===== config.mk =====
export PLATFORM = sky130hd
export DESIGN_NAME = i2s_rx
export DESIGN_NICKNAME = d
export VERILOG_FILES = /design/src/rtl/i2s_rx.sv
export SDC_FILE = /design/constraint.sdc
export NUM_CORES = 1
export LEC_CHECK = 0
export ABC_CLOCK_PERIOD_IN_PS = 2380
export CORE_MARGIN = 3
export CORE_UTILIZATION = 54
export DETAILED_ROUTE_END_ITERATION = 6
export GPL_TIMING_DRIVEN = 0
export PLACE_DENSITY_LB_ADDON = 0.25
export SLEW_MARGIN = 40
export SYNTH_ARGS = -nofsm -noshare
export SYNTH_HDL_FRONTEND = slang
export SYNTH_SLANG_ARGS = --single-unit
export TNS_END_PERCENT = 100

===== constraint.sdc =====
create_clock -name clk -period 2.38 [get_ports clk]
set_input_delay 0.595 -clock clk [delete_from_list [all_inputs] [get_ports clk]]
set_output_delay 0.595 -clock clk [all_outputs]
set_load 0.02 [all_outputs]

===== src/rtl/i2s_rx.sv =====
// I2S (Philips format) receiver running as a clock slave in the clk domain.
// It oversamples sclk/lrclk/sdata, assembles MSB-first left/right words,
// aligns to a full left word after enable and queues stereo pairs in a
// small FIFO with a valid/ready stream and a sticky overflow flag.
module i2s_rx #(
    parameter int SAMPLE_WIDTH = 24,
    parameter int FIFO_DEPTH   = 4
) (
    input  logic                    clk,
    input  logic                    arstn,
    input  logic                    en,
    input  logic                    i2s_sclk,
    input  logic                    i2s_lrclk,
    input  logic                    i2s_sdata,
    output logic [SAMPLE_WIDTH-1:0] sample_l,
    output logic [SAMPLE_WIDTH-1:0] sample_r,
    output logic                    sample_valid,
    input  logic                    sample_ready,
    output logic                    overflow,
    input  logic                    overflow_clr
);

    localparam int CNT_W  = $clog2(SAMPLE_WIDTH + 1);
    localparam int ADDR_W = $clog2(FIFO_DEPTH);
    localparam int PTR_W  = ADDR_W + 1;
    localparam logic [CNT_W-1:0] CNT_MAX = CNT_W'(SAMPLE_WIDTH);

    typedef enum logic [1:0] {
        ST_IDLE,
        ST_SYNC,
        ST_RUN
    } state_t;

    // Synchroniser stages, packed as {sclk, lrclk, sdata}
    logic [2:0] meta_q, meta_d;
    logic [2:0] sync_q, sync_d;

    // Edge-detect stage: rise flag plus lrclk/sdata aligned with it
    logic sclk_prev_q, sclk_prev_d;
    logic rise_q, rise_d;
    logic ws_bit_q, ws_bit_d;
    logic data_bit_q, data_bit_d;

    // Word assembly and alignment
    state_t                  state_q, state_d;
    logic [SAMPLE_WIDTH-1:0] shift_q, shift_d;
    logic [CNT_W-1:0]        bit_cnt_q, bit_cnt_d;
    logic                    ws_prev_q, ws_prev_d;
    logic [SAMPLE_WIDTH-1:0] left_hold_q, left_hold_d;
    logic                    left_ok_q, left_ok_d;
    logic [SAMPLE_WIDTH-1:0] word;
    logic                    word_done;
    logic                    push_req;

    // Pair FIFO
    logic [SAMPLE_WIDTH-1:0] mem_l_q [FIFO_DEPTH];
    logic [SAMPLE_WIDTH-1:0] mem_l_d [FIFO_DEPTH];
    logic [SAMPLE_WIDTH-1:0] mem_r_q [FIFO_DEPTH];
    logic [SAMPLE_WIDTH-1:0] mem_r_d [FIFO_DEPTH];
    logic [PTR_W-1:0]        wr_ptr_q, wr_ptr_d;
    logic [PTR_W-1:0]        rd_ptr_q, rd_ptr_d;
    logic                    overflow_q, overflow_d;
    logic                    fifo_empty;
    logic                    fifo_full;
    logic                    pop;
    logic                    push_ok;

    // Two-flop synchronisers and a registered sclk rise with aligned ws/data
    always_comb begin
        meta_d      = {i2s_sclk, i2s_lrclk, i2s_sdata};
        sync_d      = meta_q;
        sclk_prev_d = sync_q[2];
        rise_d      = sync_q[2] & ~sclk_prev_q;
        ws_bit_d    = sync_q[1];
        data_bit_d  = sync_q[0];
    end

    // Bit placement, word completion and the IDLE/SYNC/RUN alignment rules
    always_comb begin
        state_d     = state_q;
        shift_d     = shift_q;
        bit_cnt_d   = bit_cnt_q;
        ws_prev_d   = ws_prev_q;
        left_hold_d = left_hold_q;
        left_ok_d   = left_ok_q;
        word        = shift_q;
        word_done   = 1'b0;
        push_req    = 1'b0;

        if (rise_q) begin
            ws_prev_d = ws_bit_q;
            for (int i = 0; i < SAMPLE_WIDTH; i++) begin
                if (int'(bit_cnt_q) == SAMPLE_WIDTH - 1 - i) begin
                    word[i] = data_bit_q;
                end
            end
            word_done = (ws_bit_q != ws_prev_q);
            if (word_done) begin
                shift_d   = '0;
                bit_cnt_d = '0;
            end else begin
                shift_d = word;
                if (bit_cnt_q != CNT_MAX) begin
                    bit_cnt_d = bit_cnt_q + CNT_W'(1);
                end
            end
        end

        case (state_q)
            ST_IDLE: begin
                state_d = ST_SYNC;
            end
            ST_SYNC: begin
                if (word_done && ws_prev_q) begin
                    state_d = ST_RUN;
                end
            end
            ST_RUN: begin
                if (word_done) begin
                    if (!ws_prev_q) begin
                        left_hold_d = word;
                        left_ok_d   = 1'b1;
                    end else if (left_ok_q) begin
                        push_req  = 1'b1;
                        left_ok_d = 1'b0;
                    end
                end
            end
            default: begin
                state_d = ST_IDLE;
            end
        endcase

        if (!en) begin
            state_d = ST_IDLE;
        end

        if (state_q == ST_IDLE) begin
            shift_d     = '0;
            bit_cnt_d   = '0;
            left_hold_d = '0;
            left_ok_d   = 1'b0;
        end
    end

    // FIFO pointer update, storage write and sticky overflow (set beats clear)
    always_comb begin
        fifo_empty = (wr_ptr_q == rd_ptr_q);
        fifo_full  = (wr_ptr_q[ADDR_W] != rd_ptr_q[ADDR_W]) &&
                     (wr_ptr_q[ADDR_W-1:0] == rd_ptr_q[ADDR_W-1:0]);
        pop        = !fifo_empty && sample_ready;
        push_ok    = push_req && (!fifo_full || pop);
        mem_l_d    = mem_l_q;
        mem_r_d    = mem_r_q;
        wr_ptr_d   = wr_ptr_q;
        rd_ptr_d   = rd_ptr_q;

        if (push_ok) begin
            mem_l_d[wr_ptr_q[ADDR_W-1:0]] = left_hold_q;
            mem_r_d[wr_ptr_q[ADDR_W-1:0]] = word;
            wr_ptr_d = wr_ptr_q + PTR_W'(1);
        end
        if (pop) begin
            rd_ptr_d = rd_ptr_q + PTR_W'(1);
        end

        if (push_req && !push_ok) begin
            overflow_d = 1'b1;
        end else if (overflow_clr) begin
            overflow_d = 1'b0;
        end else begin
            overflow_d = overflow_q;
        end
    end

    // All state registers, cleared by the asynchronous active-low reset
    always_ff @(posedge clk or negedge arstn) begin
        if (!arstn) begin
            meta_q      <= '0;
            sync_q      <= '0;
            sclk_prev_q <= 1'b0;
            rise_q      <= 1'b0;
            ws_bit_q    <= 1'b0;
            data_bit_q  <= 1'b0;
            state_q     <= ST_IDLE;
            shift_q     <= '0;
            bit_cnt_q   <= '0;
            ws_prev_q   <= 1'b0;
            left_hold_q <= '0;
            left_ok_q   <= 1'b0;
            wr_ptr_q    <= '0;
            rd_ptr_q    <= '0;
            overflow_q  <= 1'b0;
            for (int i = 0; i < FIFO_DEPTH; i++) begin
                mem_l_q[i] <= '0;
                mem_r_q[i] <= '0;
            end
        end else begin
            meta_q      <= meta_d;
            sync_q      <= sync_d;
            sclk_prev_q <= sclk_prev_d;
            rise_q      <= rise_d;
            ws_bit_q    <= ws_bit_d;
            data_bit_q  <= data_bit_d;
            state_q     <= state_d;
            shift_q     <= shift_d;
            bit_cnt_q   <= bit_cnt_d;
            ws_prev_q   <= ws_prev_d;
            left_hold_q <= left_hold_d;
            left_ok_q   <= left_ok_d;
            wr_ptr_q    <= wr_ptr_d;
            rd_ptr_q    <= rd_ptr_d;
            overflow_q  <= overflow_d;
            mem_l_q     <= mem_l_d;
            mem_r_q     <= mem_r_d;
        end
    end

    // Stream outputs: head pair, or zero while the FIFO is empty
    always_comb begin
        sample_valid = !fifo_empty;
        overflow     = overflow_q;
        sample_l     = '0;
        sample_r     = '0;
        if (!fifo_empty) begin
            sample_l = mem_l_q[rd_ptr_q[ADDR_W-1:0]];
            sample_r = mem_r_q[rd_ptr_q[ADDR_W-1:0]];
        end
    end

endmodule


==> metrics.txt <==
number of port buffers=57; first-pass GRT wire length=44500 µm; CTS max path bufs=3; number of max-cap violations=0; GRT Residual Overflow=0; Via density=5.91; Main synth FF type=dfrtp_1; die area=0.0243 mm²; register bit total from synthesis=266; GP Congestion=0.868; minimum clock period=2790 ps; Worst Skew=12.7 ps; CTS Buf Count=28; Final #Nets=996; commonest non-fill, non-tap cell in the layout=dfrtp_1; Antenna Violating Nets Remaining=0; most frequent cells in the layout=264 x dfrtp_1, 204 x mux2_2, 48 x mux4_2, 48 x buf_6, 39 x and2_4; critical path peak fanout=10; Finished Core Util=67.1%; Die Span Y=156 µm; Final period util=117%; number of synthesized flops with an enable pin=0; CP arrival=2200 ps; clk root buf=clkbuf_16; vias=7532; Final setup viols=49; DRC errors left=0; failing checks=setup timing; WL final=28000 µm; worst rel slew slack=60.1%; Reg area=0.00666 mm²; Syn Inst Count=854; CTS tree=yes; initial drt markers=492; drt first pass iters=5; HP Class=flip-flop to flip-flop; n_diodes=0; synthesized area per cell=14.2 µm²; number of global-route vias before repair=7831; Worst Setup End Kind=output port; Syn Std Cell Area=0.0121 mm²; Initial Util=55.3%; Seq/Total Area, Yosys=54.8%; Worst-Margin Slew=598 ps; status=finished, violations left; Setup Crit Path Kind=flip-flop to output port; die width=156 µm; DP Worst Slack=-1050 ps; area of the multi-input gates=0.00534 mm²; pin count of the biggest net entering global routing=73; post-route insts no fill=1275; Setup WS post-layout=-413 ps; Syn Nets=872; final hold violations=0; Placed Cells=1195; unrepaired setup endpoints after global routing=yes; Pleak=7.10 nW; H-tree Lvls=1; Unique masters post-synth=45; total power=10.8 mW; area grow syn2layout=21.2%; max-slew violation count=0; Worst EP required=1780 ps; asr flop ratio synth=100%; Worst VDD drop=0.619 mV; Yosys Warn Count=0; clock sinks=266; fraction of layout cells with a size suffix above 1=48.5%; P per Cell Area=730 mW/mm²; Boundary Pins=58; dpl hpwl=17600 µm; fmax=0.358 GHz; CP startpoint kind=flip-flop; row count=54; Worst-Skew Late Latency=540 ps; GRT Total Usage=23.3%; fill count=1526; initial antenna violation count=0; Clk pin slew, worst setup/hold paths=60 ps; core area=0.0220 mm²; DR WL/cell=22.0 µm
[worst max-delay path, stage by stage, from the launching register on]
cell       delay (ps)
dfrtp_1           390
buf_6             160
xor2_4            160
or3_4             410
clkbuf_16         200
and2_1            170
buf_2             170
[sequential cells by signal (all words and copies together), names as in the netlist, 2 cells and up]
name	flops
mem_l_q	96
mem_r_q	96
left_hold_q	24
shift_q	24
bit_cnt_q	5
meta_q	3
rd_ptr_q	3
sync_q	3
wr_ptr_q	3
state_q	2
[repair_timing]
item | 4_1_cts | 5_1_grt
gates cloned | 6 | 1
endpoints found under the hold margin | 10 | 0
setup buffers | 7 | 21
hold buffers | 1 | 0
pin swaps | 8 | 10
gates resized for setup | 370 | 23
endpoints found under the setup margin | 127 | 168
[Yosys cell counts, types with 2 or more instances]
cell        n  area, µm²
dfrtp_1   266       6660
mux2_2    204       2300
and2_1     48        300
mux4_2     48       1080
clkbuf_1   34        128
o21ai_0    31        155
a22o_1     24        210
nor2_1     24       90.1
o22ai_1    24        150
nand2_1    22       82.6
nand3_1    20        100
buf_2      18       90.1
ha_1       10        125
mux2_4     10        150
inv_1       9       33.8
nor2b_1     7       43.8
buf_4       6       45.0
nand2b_1    6       37.5
nor3b_1     5       37.5
xnor2_1     4       35.0
o31ai_1     3       22.5
and3b_1     2       17.5
buf_6       2       22.5
nand3b_1    2       15.0
nand4b_1    2       17.5
nor3_1      2       10.0
xor2_1      2       17.5
xor2_2      2       32.5
[report_power, final]
group / total (mW) / internal (mW) / switching, mW
Sequential: 4.61 / 4.57 / 0.0454
Clock: 3.98 / 2.28 / 1.70
Combinational: 2.17 / 1.03 / 1.13
Total: 10.8 / 7.88 / 2.88
[per-stage QoR]
step | setup TNS, ps | instance area, µm² | hold slack, ps
2_1_floorplan | 0 | 12200 | 299
3_3_place_gp | -2915820 | 13100 | 334
3_5_place_dp | -82220 | 13200 | 343
4_1_cts | -18990 | 14500 | 355
5_1_grt | -21120 | 14700 | 366
6_report | -18250 | 14700 | 354
[cell families after synthesis]
group                    share of synthesized area, %
buffers and inverters                            2.66
AO/OA/AOI/OAI                                    4.76
adder cells (fa/ha/maj)                          1.03
multiplexers                                     29.0
AND/OR/NAND/NOR                                  7.01
flip-flops                                       54.8
XOR/XNOR                                        0.700
[metal layers]
layer	vias up	GRT usage [%]	wire (µm)
li1	3358	-	-
met1	3983	33.2	12600
met2	157	38.0	13900
met3	34	3.50	983
met4	0	6.56	542
met5	-	0	0
[final cells by class]
cell class | instances | area share, %
clock buffers | 40 | 5.34
multi-input cells | 519 | 36.3
plain buffers | 58 | 3.42
repair buffers | 96 | 6.83
inverters | 9 | 0.229
clock inverters | 7 | 0.314
flip-flops and latches | 266 | 45.2
well taps | 280 | 2.38
[worst paths after layout]
kind | cells past startpoint | slack [ps] | endpoint | from
max reg2reg | 9 | 50 | mem_r_q[43]$_DFFE_PN0P_ | rd_ptr_q[0]$_DFFE_PN0P_
min | 0 | 350 | ws_bit_q$_DFF_PN0_ | sync_q[1]$_DFF_PN0_
min reg2reg | 0 | 350 | ws_bit_q$_DFF_PN0_ | sync_q[1]$_DFF_PN0_
min in group asynchronous | 2 | 580 | mem_l_q[67]$_DFFE_PN0P_ | arstn
max in group asynchronous | 4 | 680 | mem_r_q[31]$_DFFE_PN0P_ | arstn
max | 6 | -410 | sample_r[15] | rd_ptr_q[0]$_DFFE_PN0P_
No activity file was read; power rests on OpenSTA's default activity.
